## config.mk

```make
export PLATFORM = sky130hd
export DESIGN_NAME = panxi_pipe_ctrl
export DESIGN_NICKNAME = d
export VERILOG_FILES = /design/src/rtl/panxi_pkg.sv /design/src/rtl/panxi_perf_cnt.sv /design/src/rtl/panxi_pipe_ctrl.sv
export SDC_FILE = /design/constraint.sdc
export NUM_CORES = 1
export LEC_CHECK = 0
export CELL_PAD_IN_SITES_DETAIL_PLACEMENT = 1
export CELL_PAD_IN_SITES_GLOBAL_PLACEMENT = 1
export CORE_AREA = 2 2 80 82
export DETAILED_ROUTE_END_ITERATION = 8
export DIE_AREA = 0 0 82 84
export GPL_TIMING_DRIVEN = 0
export PLACE_DENSITY = 0.91
export SLEW_MARGIN = 20
export SYNTH_ARGS = -nofsm -noshare
export SYNTH_HDL_FRONTEND = slang
export SYNTH_SLANG_ARGS = --single-unit
```

## constraint.sdc

```tcl
create_clock -name clk -period 2.4 [get_ports clk]
set_clock_uncertainty 0.05 [all_clocks]
set_input_delay 0.48 -clock clk [delete_from_list [all_inputs] [get_ports clk]]
set_output_delay 0.48 -clock clk [all_outputs]
set_load 0.02 [all_outputs]
```

## src/rtl/panxi_pkg.sv

```systemverilog
// rtl/panxi_pkg.sv - shared types and constants for the PANXI pipeline controller
package panxi_pkg;

  localparam int XLEN = 32;

  // Pipeline register control encoding
  typedef enum logic [1:0] {
    HOLD_PASS  = 2'b00,
    HOLD_FLUSH = 2'b01,
    HOLD_STALL = 2'b10
  } hold_e;

  // IDLE: normal flow; JUMP_PEND: redirect waiting for fetch to complete
  typedef enum logic {
    IDLE      = 1'b0,
    JUMP_PEND = 1'b1
  } ctrl_state_e;

endpackage

```

## src/rtl/panxi_perf_cnt.sv

```systemverilog
// rtl/panxi_perf_cnt.sv - 32-bit wrapping event counter with increment enable
module panxi_perf_cnt (
  input  logic        clk,
  input  logic        rst,
  input  logic        inc_en,
  output logic [31:0] count
);

  logic [31:0] cnt_q;
  logic [31:0] cnt_d;

  // Next count: wraps naturally modulo 2^32
  always_comb begin
    cnt_d = cnt_q;
    if (rst) begin
      cnt_d = '0;
    end else if (inc_en) begin
      cnt_d = cnt_q + 32'd1;
    end
  end

  // Counter register
  always_ff @(posedge clk) begin
    cnt_q <= cnt_d;
  end

  assign count = cnt_q;

endmodule

```

## src/rtl/panxi_pipe_ctrl.sv

```systemverilog
// rtl/panxi_pipe_ctrl.sv - pipeline hold/flush controller; PANXI_CTRL_PERF_EN adds stall/flush counters
import panxi_pkg::*;

module panxi_pipe_ctrl #(
  parameter int XLEN = panxi_pkg::XLEN
) (
  input  logic            clk,
  input  logic            rst,
  input  logic            if_bus_wait,
  input  logic            id_load_use,
  input  logic            ex_jump_req,
  input  logic [XLEN-1:0] ex_jump_addr,
  input  logic            ex_div_busy,
  input  logic            mem_bus_wait,
  output logic [1:0]      hold_if_id,
  output logic [1:0]      hold_id_ex,
  output logic [1:0]      hold_ex_mem,
  output logic [1:0]      hold_mem_wb,
  output logic            pc_hold,
  output logic            pc_jump,
`ifdef PANXI_CTRL_PERF_EN
  output logic [31:0]     perf_stall_cnt,
  output logic [31:0]     perf_flush_cnt,
`endif
  output logic [XLEN-1:0] pc_jump_addr
);

  ctrl_state_e     state_q, state_d;
  logic [XLEN-1:0] pend_addr_q, pend_addr_d;
  hold_e           if_id, id_ex, ex_mem, mem_wb;

  // Priority resolution of stall/redirect requests and next-state logic
  always_comb begin
    if_id        = HOLD_PASS;
    id_ex        = HOLD_PASS;
    ex_mem       = HOLD_PASS;
    mem_wb       = HOLD_PASS;
    pc_hold      = 1'b0;
    pc_jump      = 1'b0;
    pc_jump_addr = (state_q == JUMP_PEND) ? pend_addr_q : ex_jump_addr;
    state_d      = state_q;
    pend_addr_d  = pend_addr_q;
    if (rst) begin
      if_id       = HOLD_FLUSH;
      id_ex       = HOLD_FLUSH;
      ex_mem      = HOLD_FLUSH;
      mem_wb      = HOLD_FLUSH;
      state_d     = IDLE;
      pend_addr_d = '0;
    end else if (state_q == IDLE) begin
      if (mem_bus_wait) begin
        pc_hold = 1'b1;
        if_id   = HOLD_STALL;
        id_ex   = HOLD_STALL;
        ex_mem  = HOLD_STALL;
        mem_wb  = HOLD_FLUSH;
      end else if (ex_div_busy) begin
        pc_hold = 1'b1;
        if_id   = HOLD_STALL;
        id_ex   = HOLD_STALL;
        ex_mem  = HOLD_FLUSH;
      end else if (ex_jump_req) begin
        // A same-cycle load-use belongs to the wrong path, so it is dropped here
        if_id = HOLD_FLUSH;
        id_ex = HOLD_FLUSH;
        if (if_bus_wait) begin
          pc_hold     = 1'b1;
          pend_addr_d = ex_jump_addr;
          state_d     = JUMP_PEND;
        end else begin
          pc_jump = 1'b1;
        end
      end else if (id_load_use) begin
        pc_hold = 1'b1;
        if_id   = HOLD_STALL;
        id_ex   = HOLD_FLUSH;
      end else if (if_bus_wait) begin
        pc_hold = 1'b1;
        if_id   = HOLD_FLUSH;
      end
    end else begin
      // Downstream stalls still apply, but the replay only waits on fetch
      if_id = HOLD_FLUSH;
      if (mem_bus_wait) begin
        pc_hold = 1'b1;
        id_ex   = HOLD_STALL;
        ex_mem  = HOLD_STALL;
        mem_wb  = HOLD_FLUSH;
      end else if (ex_div_busy) begin
        pc_hold = 1'b1;
        id_ex   = HOLD_STALL;
        ex_mem  = HOLD_FLUSH;
      end
      if (if_bus_wait) begin
        pc_hold = 1'b1;
      end else begin
        pc_jump = 1'b1;
        state_d = IDLE;
      end
    end
  end

  // State and pending redirect target registers
  always_ff @(posedge clk) begin
    state_q     <= state_d;
    pend_addr_q <= pend_addr_d;
  end

  assign hold_if_id  = if_id;
  assign hold_id_ex  = id_ex;
  assign hold_ex_mem = ex_mem;
  assign hold_mem_wb = mem_wb;

`ifdef PANXI_CTRL_PERF_EN
  logic stall_evt;
  logic flush_evt;

  assign stall_evt = pc_hold & ~pc_jump;
  assign flush_evt = ~rst & ((state_q == JUMP_PEND) |
                     ((state_q == IDLE) & ex_jump_req & ~mem_bus_wait & ~ex_div_busy));

  panxi_perf_cnt u_stall_cnt (
    .clk    (clk),
    .rst    (rst),
    .inc_en (stall_evt),
    .count  (perf_stall_cnt)
  );

  panxi_perf_cnt u_flush_cnt (
    .clk    (clk),
    .rst    (rst),
    .inc_en (flush_evt),
    .count  (perf_flush_cnt)
  );
`endif

endmodule

```

# Word level (Yosys, flattened, before mapping)
# Index checks and enable logic that the tools add are counted.
[word_totals]
out_inout_bits = 42
wordCells = 47
input_bits = 39
regBits = 33
[op_classes]
mux = 41
n_reduce_logical = 1
bitwise = 3
[op_table]
columns = ["operator", "count"]
rows = [
  ["two-way mux 32 bit", 1],
  ["two-way mux 2 bit", 14],
  ["two-way mux 1 bit", 26],
  ["AND reduction 5 bit", 1],
  ["NOT 1 bit", 3],
]

# Longest topological paths before layout
# Gate-level depths: netlist of run 1.
[logic_depth]
word_depth = 7
depth_mapped = 5
ltp_nobuf = 3

# Worst setup path after synthesis of run 1
# OpenSTA, ideal clock, no wires.
[synth_path]
path_kind = "in2out"
start = "input port rst"
end = "output port hold_if_id[1]"
cell_stages = 4
slack_ns = 0.393
n_path_buf = 2
required_time_ns = 1.870
t_arrival_ns = 1.477
path_cell_list = "clkbuf_1 -> clkbuf_1 -> nor2_1 -> a21boi_0"
[synth_between]
elab_chain_cells = 1
[synth_rtl]
columns = ["item", "line_no", "rtl"]
rows = [
  ["from (decl)", "panxi_pipe_ctrl.sv:8", "input logic rst,"],
  ["two-way mux 2 bit", "panxi_pipe_ctrl.sv:43", "if (rst) begin"],
  ["to (decl)", "panxi_pipe_ctrl.sv:15", "output logic [1:0] hold_if_id,"],
]
# No other way between the ends.

# Final worst setup path of run 1
[layout_path]
start = "input port ex_div_busy"
end = "output port pc_jump"
[layout_between]
elab_chain_cells = 4
[layout_rtl]
columns = ["item", "line_no", "rtl"]
rows = [
  ["from (decl)", "panxi_pipe_ctrl.sv:13", "input logic ex_div_busy,"],
  ["two-way mux 1 bit", "panxi_pipe_ctrl.sv:57", "end else if (ex_div_busy) begin"],
  ["two-way mux 1 bit", "panxi_pipe_ctrl.sv:51", "if (mem_bus_wait) begin"],
  ["two-way mux 1 bit", "panxi_pipe_ctrl.sv:50", "end else if (state_q == IDLE) begin"],
  ["two-way mux 1 bit", "panxi_pipe_ctrl.sv:43", ""],
  ["to (decl)", "panxi_pipe_ctrl.sv:20", "output logic pc_jump,"],
]
# No other way between the ends.

==> PnR_summary.wiki, run 1 <==
{| class="wikitable"
! Metric !! Value
|-
| Antenna diode instance count || 0
|-
| Clock tree from TritonCTS || yes
|-
| Reg-to-Reg Start || state_q
|-
| Fraction of met3 tracks used by global routing || 0.0357
|-
| Hold-fix buffers, CTS || 0
|-
| Power density over the cells || between 400 and 500 nW/um^2
|-
| Clock-pin slew on the worst setup and hold paths || 0.07 ns
|-
| Routed length per placed instance || approximately 14 um
|-
| Total count of hold-check failures in the final report || 0
|-
| Endpoint class of the critical path || primary output
|-
| Status || completed
|-
| Clock H-tree levels || 2
|-
| Sequential cell area fraction in the yosys report || 0.330
|-
| Sink Count || 33
|-
| Fraction of registers with async set/reset || 0
|-
| Total overflow reported by the global router || 0
|-
| HPWL reported at the end of detailed placement || 3900 um
|-
| Leakage Power || ~1.3 nW
|-
| Number of DRC violations after detailed routing || 0
|-
| Sum of negative setup slack || 0 ns
|-
| Initial core utilization || 0.328
|-
| First element of the critical path || ex_div_busy
|-
| Final WS setup || 0.125 ns
|-
| Via count of the first global-routing pass || 1808
|-
| Layout cells sized above 1 || 0.182
|-
| Final count of pins violating max slew || 0
|-
| Remaining antenna violation count after routing || 0
|-
| First-pass GRT wire length || 8430 um
|-
| Total core area || slightly above 6000 um^2
|-
| Synthesized instance count || 200
|-
| YS warnings || 0
|-
| Max-capacitance violation count || 0
|-
| Pin count of the biggest net entering global routing || 11
|-
| Most common cell after layout, fill and taps aside || nand2b_1
|-
| Highest-count cells in the layout ignoring fill and taps || 65 x nand2b_1, 43 x clkdlybuf4s50_1, 33 x dfxtp_1, 32 x mux2_2, 32 x mux2i_1
|-
| Area growth from synthesis to layout || 51.7%
|-
| Met1 track demand over resource in global routing || 0.192
|-
| Required time of the worst setup path || 1.87 ns
|-
| Setup slack of the most critical reg-to-reg path || 1.03 ns
|-
| Chip width || 82 um
|-
| Number of enable-type register cells in the synthesized netlist || 0
|-
| Flops & latches, synth || 33
|-
| Post-Syn Nets || 239
|-
| Number of filler instances in the final layout || 687
|-
| Main flop type after synthesis || dfxtp_1
|-
| Number of core rows || 29
|-
| Arrival time worst endpoint || 1.75 ns
|-
| Cell at the root of the clock tree || clkbuf_8
|-
| Distinct cell type count of the synthesized netlist || 25
|-
| Worst voltage drop across the vdd grid || ~0.00029 V
|-
| Post-Syn Area per Cell || 10.0 um^2
|-
| Latest clock arrival within the worst-skew pair || ~0.27 ns
|-
| Global-route layer with the greatest usage || met2
|-
| Startpoint-to-endpoint class of the critical path || input pin to primary output
|-
| Vias after detailed routing || 1692
|-
| Number of instances on the worst hold path || 2
|-
| CTS Buf Count || 5
|-
| Number of antenna violations at the first check in global routing || 0
|-
| Post-layout nets || 324
|-
| Unrepaired setup endpoints after global routing || false
|-
| Die ar. || between 6000 and 7000 um^2
|-
| Overall Global Routing Usage || 0.154
|-
| Wire length after detailed routing || 5250 um
|-
| Detailed Routing Iterations Pass 1 || 4
|-
| Total of endpoints with negative setup slack in the final report || 0
|-
| Number of setup buffers added after CTS || 0
|-
| Path type of the worst min-delay path || flop to flop
|-
| Top-level port count || 81
|-
| Starting DRC count in detailed routing || 28
|-
| Summed instance area of the synthesized netlist || around 2000 um^2
|-
| Dpl ws || -0.156 ns
|-
| Vertical die dimension || 84 um
|-
| Count of buffers inserted at the top-level ports || between 70 and 80
|-
| Shortest period the worst path allows || 2.28 ns
|-
| Max frequency || 439 MHz
|-
| Total power consumption of the routed design || 1.44 mW
|-
| Critical hold path startpoint || pend_addr_q[12]
|-
| Crit path launch type || input pin
|-
| FF-to-FF path depth || 5
|-
| Routed vias/inst || 4.66
|-
| GR Util met2 || 0.266
|-
| Fin crit share || 0.948
|-
| Routability congestion estimate || 0.647
|-
| Max Root-Sink Buffers || 2
|-
| Top fanout value on the critical path || 6
|}
-- power breakdown --
part	total [mW]	internal (mW)	switching, mW
Sequential	0.565	0.559	0.00596
Combinational	0.330	0.184	0.146
Clock	0.541	0.339	0.202
-- flip-flops by register name, summed over array words and instances, names as in the netlist --
name,flops
pend_addr_q,32
state_q,1
-- final timing paths --
kind                           to
hold / removal    pend_addr_q[12]
setup reg to reg  pend_addr_q[31]
hold reg to reg   pend_addr_q[12]
setup / recovery          pc_jump
-- kinds of logic (layout without fill, tap and decap cells) --
kind of cell	after synthesis	in the layout	share of synthesized area
simple gates	77	77	0.238
mux	64	64	0.340
flops	33	33	0.330
buf+inv	18	104	0.0675
compound gates	7	7	0.0225
other cells	1	1	0.00187
-- metrics by stage --
stage / instance area [um^2] / instances / util / hold WS, ns
global placement: 2880 / 355 / 0.472 / 0.405
floorplan: 2000 / 200 / - / 0.395
finish: 3040 / 363 / 0.498 / 0.424
detailed placement: 2880 / 355 / 0.472 / 0.417
CTS: 2980 / 363 / 0.489 / 0.431
global route: 3040 / 363 / 0.498 / 0.442
-- cells in the mapped netlist (all sizes together) (2+ instances only) --
cell type	number	area, um^2
dfxtp	33	661
nor3	2	10.0
clkbuf	8	30.0
nand2b	65	407
mux2i	32	320
nor2	5	26.3
o21ai	2	10.0
mux2	32	360
buf	9	101
-- critical path: stages --
cell and delay [ns]:
clkdlybuf4s50_1 0.49, nor2_4 0.18, a21oi_1 0.10, nor3_1 0.14, dlygate4sd2_1 0.35
-- timing repair --
action | CTS | global route
endpoints found under the hold margin | 0 | 0
pin swaps | 0 | 0
endpoints found under the setup margin | 33 | 20
gates resized for setup | 17 | 26
-- area by class of cell --
cell class              instances  area (um^2)  area share
clock inverters                 1         30.0     0.00989
inverters                       1         3.75     0.00124
plain buffers                  17          141      0.0466
well taps                      77         96.3      0.0317
flip-flops and latches         33          661       0.218
multi-input cells             149         1210       0.397
repair buffers                 78          812       0.267
clock buffers                   7         86.3      0.0284
-- layer usage --
metal	part of all wire	wire, um
met4	0.0029	15
met2	0.51	2670
met1	0.43	2270
met3	0.055	286
met5	0	0
(Power assumes the default switching activity.)
==> run 2: changes to the inputs <==
--- a/config.mk
+++ b/config.mk
@@ -7,11 +7,11 @@
 export LEC_CHECK = 0
 export CELL_PAD_IN_SITES_DETAIL_PLACEMENT = 1
 export CELL_PAD_IN_SITES_GLOBAL_PLACEMENT = 1
-export CORE_AREA = 2 2 80 82
+export CORE_AREA = 2 2 77 86
 export DETAILED_ROUTE_END_ITERATION = 8
-export DIE_AREA = 0 0 82 84
+export DIE_AREA = 0 0 79 88
 export GPL_TIMING_DRIVEN = 0
-export PLACE_DENSITY = 0.91
+export PLACE_DENSITY = 0.9
 export SLEW_MARGIN = 20
 export SYNTH_ARGS = -nofsm -noshare
 export SYNTH_HDL_FRONTEND = slang
==> run 2 against run 1 <==
  * Core utilization down 1.0 points
  * Sequential power is essentially flat
  * First-iteration DRC count increased by 43%
  * Register-to-register slack got worse by 0.03 ns
  * Worst setup slack worse by 0.015 ns
  * Count of clock-buffer cells in the layout is the same
  * Combinational power decreased by 1%
  * Wire length shrank 4.5%
  * Hold slack better by 0.0020 ns
==> PnR_summary.wiki, run 2 (synthesis results as in run 1) <==
{| class="wikitable"
! Metric !! Value
|-
| Max Root-Sink Buffers || 2 (unchanged)
|-
| Endpoint class of the critical path || primary output
|-
| Largest register by flop count || pend_addr_q
|-
| Detailed Routing Iterations Pass 1 || 4 (unchanged)
|-
| First-pass GRT wire length || 8250 um (-2.1%)
|-
| HPWL reported at the end of detailed placement || 3680 um (-5.8%)
|-
| Largest register FFs || 32 (unchanged)
|-
| Layout cells sized above 1 || 0.182 (+0.000638)
|-
| Total core area || 6080 um^2 (-0.25%)
|-
| Total count of hold-check failures in the final report || 0 (unchanged)
|-
| Path type of the worst min-delay path || flop to flop
|-
| Routed length per placed instance || 13.7 um (-5.0%)
|-
| Number of instances resized during post-cts repair || 29 (+12)
|-
| Power density over the cells || 456 nW/um^2 (-3.5%)
|-
| Max frequency || 437 MHz (-0.67%)
|-
| Cell at the root of the clock tree || clkbuf_8
|-
| Startpoint-to-endpoint class of the critical path || flop to primary output
|-
| Shortest period the worst path allows || 2.29 ns (+0.0154 ns)
|-
| Die ar. || 6950 um^2 (+0.93%)
|-
| Unrepaired setup endpoints after global routing || false
|-
| Wire length after detailed routing || 5010 um (-4.5%)
|-
| Starting DRC count in detailed routing || 40 (+43%)
|-
| Dpl cells || 358 (+0.85%)
|-
| Top-level port count || 81 (unchanged)
|-
| Clock tree from TritonCTS || yes
|-
| Highest-count cells in the layout ignoring fill and taps || 65 x nand2b_1, 49 x clkdlybuf4s50_1, 33 x dfxtp_1, 32 x mux2_2, 32 x mux2i_1
|-
| Most common cell after layout, fill and taps aside || nand2b_1
|-
| Required time of the worst setup path || 1.87 ns (about the same)
|-
| Vias after detailed routing || 1670 (-1.3%)
|-
| Total of endpoints with negative setup slack in the final report || 0 (unchanged)
|-
| Worst voltage drop across the vdd grid || 0.000250 V (-15%)
|-
| Number of DRC violations after detailed routing || 0 (unchanged)
|-
| Vertical die dimension || 88 um (+4.8%)
|-
| Arrival time worst endpoint || 1.76 ns (about the same)
|-
| Clock-pin slew on the worst setup and hold paths || 0.07 ns (about the same)
|-
| Remaining antenna violation count after routing || 0 (unchanged)
|-
| Fin crit share || 0.954 (+0.00641)
|-
| CTS Buf Count || 5 (unchanged)
|-
| Max-capacitance violation count || 0 (unchanged)
|-
| Latest clock arrival within the worst-skew pair || 0.27 ns (about the same)
|-
| Final WS setup || 0.109 ns (-0.0154 ns)
|-
| Area growth from synthesis to layout || 48.1%
|-
| Leakage Power || 1.13 nW (-11%)
|-
| Total overflow reported by the global router || 0 (unchanged)
|-
| Post-layout nets || 323 (-0.31%)
|-
| Via count of the first global-routing pass || 1772 (-2.0%)
|-
| Count of buffers inserted at the top-level ports || 78 (unchanged)
|-
| Number of standard cells in the layout, taps in and fillers out || 365 (+0.55%)
|-
| Pin count of the biggest net entering global routing || 20 (+9)
|-
| Antenna diode instance count || 0 (unchanged)
|-
| Chip width || 79 um (-3.7%)
|-
| Routability congestion estimate || 0.672 (+4.0%)
|-
| Final count of pins violating max slew || 0 (unchanged)
|-
| Number of antenna violations at the first check in global routing || 0 (unchanged)
|-
| Number of setup buffers added after CTS || 0 (unchanged)
|-
| Status || completed
|-
| Top fanout value on the critical path || 19 (+13)
|-
| Sink Count || 33 (unchanged)
|-
| Fraction of the core area covered by cells at the end of the flow || 0.488 (-0.0105)
|-
| Clock H-tree levels || 2 (unchanged)
|-
| Routed vias/inst || 4.58 (-1.8%)
|-
| Crit path launch type || flop
|-
| Overall Global Routing Usage || 0.148 (-0.00544)
|-
| Hold-fix buffers, CTS || 0 (unchanged)
|-
| Number of core rows || 30 (+3.4%)
|-
| Largest registers in the final layout || pend_addr_q x32, state_q x1
|-
| Dpl ws || -0.164 ns (-0.00809 ns)
|-
| Initial core utilization || 0.329 (+0.000811)
|}
==> run 2: changes by cell type in the layout (fill, tap and decap cells not counted) <==
cell,before,now
clkbuf_8,6,7
clkbuf_1,7,6
buf_4,5,4
clkinv_2,0,1
dlymetal6s2s_1,20,4
clkdlybuf4s50_1,43,49
bufinv_16,1,0
dlygate4sd2_1,15,25
==> run 2: worst paths after layout <==
kind,slack [ns],start,endpoint,depth (start not counted)
min,0.43,pend_addr_q[11],pend_addr_q[11],2
min reg2reg,0.43,pend_addr_q[11],pend_addr_q[11],2
max,0.11,state_q,pc_jump_addr[4],4
max reg2reg,1.00,state_q,pend_addr_q[8],5
==> run 2: final cells by class <==
cell class	instances	area (um^2)
Sequential cell	33	661
Clock inverter	1	5.00
Tap cell	80	100
Fill cell	720	3120
Clock buffer	7	96.3
Inverter	1	3.75
Buffer	16	134
Timing Repair Buffer	78	759
Multi-Input combinational cell	149	1210
==> run 2: routing by layer <==
metal | routed length (um) | up-vias | share of wire | GRT usage
li1 | - | 832 | - | -
met1 | 2290 | 785 | 0.46 | 0.190
met2 | 2470 | 49 | 0.49 | 0.258
met3 | 229 | 4 | 0.046 | 0.0309
met4 | 23 | 0 | 0.0046 | 0.0329
met5 | 0 | - | 0 | 0
==> run 2: power breakdown <==
group	total, mW	internal [mW]	leakage, nW	switching [mW]
clock network	0.462	0.259	0.0542	0.202
logic	0.326	0.179	0.811	0.147
registers	0.565	0.560	0.267	0.00569
==> run 2: critical path, cell delays in order, from the launching register on <==
cell	delay, ns
dfxtp_1	0.31
buf_4	0.25
buf_4	0.24
mux2_2	0.36
dlygate4sd2_1	0.32
==> run 2: per-stage QoR <==
step / total power [mW] / cell area [um^2] / setup TNS [ns] / hold WS [ns]
2_1_floorplan: 0.751 / 2000 / 0 / 0.395
3_3_place_gp: 0.922 / 2880 / -0.758 / 0.405
3_5_place_dp: 0.926 / 2880 / -0.920 / 0.412
4_1_cts: 1.38 / 2960 / 0 / 0.426
5_1_grt: 1.42 / 2970 / 0 / 0.441
6_report: 1.35 / 2970 / 0 / 0.426
==> run 3: changes to the inputs <==
--- a/config.mk
+++ b/config.mk
@@ -7,9 +7,9 @@
 export LEC_CHECK = 0
 export CELL_PAD_IN_SITES_DETAIL_PLACEMENT = 1
 export CELL_PAD_IN_SITES_GLOBAL_PLACEMENT = 1
-export CORE_AREA = 2 2 77 86
+export CORE_AREA = 2 2 103 65
 export DETAILED_ROUTE_END_ITERATION = 8
-export DIE_AREA = 0 0 79 88
+export DIE_AREA = 0 0 105 67
 export GPL_TIMING_DRIVEN = 0
 export PLACE_DENSITY = 0.9
 export SLEW_MARGIN = 20
==> run 3 against run 2 <==
  * Sequential power is essentially flat
  * Combinational power is essentially flat
  * Wire length grew 3.1%
  * Clock power shrank 16%
  * Global-route usage grew 0.83 points
  * Count of clock-buffer cells in the layout shrank 2
  * Power shrank 5.5%
  * Critical path type is now input pin to primary output
  * Non-clock buffer count is the same
  * Flip-flop and latch count is the same
  * Via count grew 0.18%
  * First-iteration DRC count shrank 55%
  * Sequential share of layout area grew 0.14 points
==> PnR_summary.wiki, run 3 (synthesis results as in run 1) <==
{| class="wikitable"
! Metric !! Value
|-
| Cell at the root of the clock tree || clkbuf_8
|-
| Latest clock arrival within the worst-skew pair || 0.27 ns (about the same)
|-
| Clock H-tree levels || 2 (unchanged)
|-
| Unrepaired setup endpoints after global routing || false
|-
| Total power consumption of the routed design || 1.28 mW (-5.5%)
|-
| Power density over the cells || 434 nW/um^2 (-4.9%)
|-
| Number of core rows || 22 (-27%)
|-
| GR Util met2 || 0.271 (+0.0130)
|-
| Largest registers in the final layout || pend_addr_q x32, state_q x1
|-
| Largest register by flop count || pend_addr_q
|-
| Detailed Routing Iterations Pass 1 || 3 (-1)
|-
| Highest-count cells in the layout ignoring fill and taps || 65 x nand2b_1, 49 x clkdlybuf4s50_1, 33 x dfxtp_1, 32 x mux2_2, 32 x mux2i_1
|-
| Number of filler instances in the final layout || 699 (-2.9%)
|-
| Shortest period the worst path allows || 2.27 ns (-0.0195 ns)
|-
| Vias after detailed routing || 1673 (+0.18%)
|-
| Total count of hold-check failures in the final report || 0 (unchanged)
|-
| Endpoint class of the critical path || primary output
|-
| Layout cells sized above 1 || 0.177 (-0.00578)
|-
| Fin crit share || 0.946 (-0.00811)
|-
| Most common cell after layout, fill and taps aside || nand2b_1
|-
| Fraction of met3 tracks used by global routing || 0.0597 (+0.0288)
|-
| Vertical die dimension || 67 um (-24%)
|-
| Startpoint-to-endpoint class of the critical path || input pin to primary output
|-
| Remaining antenna violation count after routing || 0 (unchanged)
|-
| First-pass GRT wire length || 8710 um (+5.5%)
|-
| Total overflow reported by the global router || 0 (unchanged)
|-
| Wire length after detailed routing || 5170 um (+3.1%)
|-
| HPWL reported at the end of detailed placement || 3940 um (+7.2%)
|-
| Number of standard cells in the layout, taps in and fillers out || 367 (+0.55%)
|-
| Via count of the first global-routing pass || 1800 (+1.6%)
|-
| Top-level port count || 81 (unchanged)
|-
| Hold-fix buffers, CTS || 0 (unchanged)
|-
| Clock tree from TritonCTS || yes
|-
| Number of setup buffers added after CTS || 0 (unchanged)
|-
| Top fanout value on the critical path || 5 (-14)
|-
| Largest register FFs || 32 (unchanged)
|-
| Chip width || 105 um (+33%)
|-
| Initial core utilization || 0.334 (+0.00439)
|-
| Max frequency || 440 MHz (+0.86%)
|-
| Clock-pin slew on the worst setup and hold paths || 0.06 ns (about the same)
|-
| Met1 track demand over resource in global routing || 0.186 (-0.00349)
|-
| Sink Count || 33 (unchanged)
|-
| Routed vias/inst || 4.56 (-0.37%)
|-
| Final count of pins violating max slew || 0 (unchanged)
|-
| Total of endpoints with negative setup slack in the final report || 0 (unchanged)
|-
| Overall Global Routing Usage || 0.157 (+0.00827)
|-
| Number of DRC violations after detailed routing || 0 (unchanged)
|-
| Antenna diode instance count || 0 (unchanged)
|-
| Fraction of the core area covered by cells at the end of the flow || 0.491 (+0.00338)
|-
| Global-route layer with the greatest usage || met2
|-
| Flip-flop and latch area || 661 um^2 (unchanged)
|-
| Starting DRC count in detailed routing || 18 (-55%)
|-
| Status || completed
|-
| Max Root-Sink Buffers || 2 (unchanged)
|-
| Max-capacitance violation count || 0 (unchanged)
|-
| Worst voltage drop across the vdd grid || 0.000172 V (-31%)
|-
| Routability congestion estimate || 0.696 (+3.5%)
|-
| Leakage Power || 1.12 nW (-1.2%)
|-
| Count of buffers inserted at the top-level ports || 78 (unchanged)
|-
| Required time of the worst setup path || 1.87 ns (about the same)
|-
| Post-layout nets || 323 (unchanged)
|-
| Pin count of the biggest net entering global routing || 20 (unchanged)
|-
| Routed length per placed instance || 14.1 um (+2.6%)
|-
| Dpl cells || 362 (+1.1%)
|-
| Total core area || 6000 um^2 (-1.3%)
|-
| Number of antenna violations at the first check in global routing || 0 (unchanged)
|-
| Path type of the worst min-delay path || flop to flop
|-
| Die ar. || 7040 um^2 (+1.2%)
|-
| Total area of multi-input combinational cells || 1210 um^2 (unchanged)
|-
| Crit path launch type || input pin
|-
| CTS Buf Count || 5 (unchanged)
|-
| Area growth from synthesis to layout || 47.2%
|-
| Arrival time worst endpoint || 1.74 ns (-0.02 ns)
|}
## run 3: cell count changes in the layout (fill, tap and decap cells not counted)
cell      before  now
clkbuf_8       7    5
buf_6          1    2
buf_4          4    3
## run 3: what timing repair did
item	CTS	global route
pin swaps	0	0
endpoints found under the setup margin	33	9
resized for setup	28	7
## run 3: layout make-up
| class | instances | share of cell area |
|---|---|---|
| clock buffers | 5 | 0.0234 |
| plain buffers | 16 | 0.0467 |
| inverters | 1 | 0.00127 |
| repair buffers | 78 | 0.258 |
| clock inverters | 1 | 0.00170 |
| flip-flops and latches | 33 | 0.224 |
| multi-input cells | 149 | 0.409 |
| well taps | 84 | 0.0357 |
## run 3: path summary, 6_finish.rpt
| kind | startpoint | to | slack (ns) | cells past startpoint |
|---|---|---|---|---|
| min reg2reg | pend_addr_q[10] | pend_addr_q[10] | 0.42 | 2 |
| max | ex_jump_req | pc_hold | 0.13 | 5 |
| min | pend_addr_q[10] | pend_addr_q[10] | 0.42 | 2 |
| max reg2reg | state_q | pend_addr_q[2] | 1.01 | 5 |
## run 3: worst max-delay path, cell delays in order
cell and delay (ns):
clkdlybuf4s50_1 0.46, nand2b_1 0.20, o21a_1 0.18, nor2_1 0.08
dlygate4sd2_1 0.35
## run 3: metrics by stage
| step | hold WS [ns] | setup slack [ns] | area [um^2] | setup TNS, ns |
|---|---|---|---|---|
| 2_1_floorplan | 0.395 | 0.393 | 2000 | 0 |
| 3_3_place_gp | 0.405 | -0.159 | 2890 | -0.613 |
| 3_5_place_dp | 0.414 | -0.174 | 2890 | -0.748 |
| 4_1_cts | 0.430 | 0.0294 | 2930 | 0 |
| 5_1_grt | 0.444 | 0.00815 | 2950 | 0 |
| 6_report | 0.424 | 0.129 | 2950 | 0 |
## run 3: metal layers
layer / up-vias / part of all wire
li1: 831 / -
met1: 791 / 0.45
met2: 47 / 0.47
met3: 4 / 0.071
met4: 0 / 0.0081
met5: - / 0
## run 3: power breakdown
group / internal, mW / switching [mW] / total [mW]
combinational: 0.179 / 0.147 / 0.326
sequential: 0.560 / 0.00611 / 0.566
clock: 0.191 / 0.196 / 0.387
total: 0.930 / 0.349 / 1.28
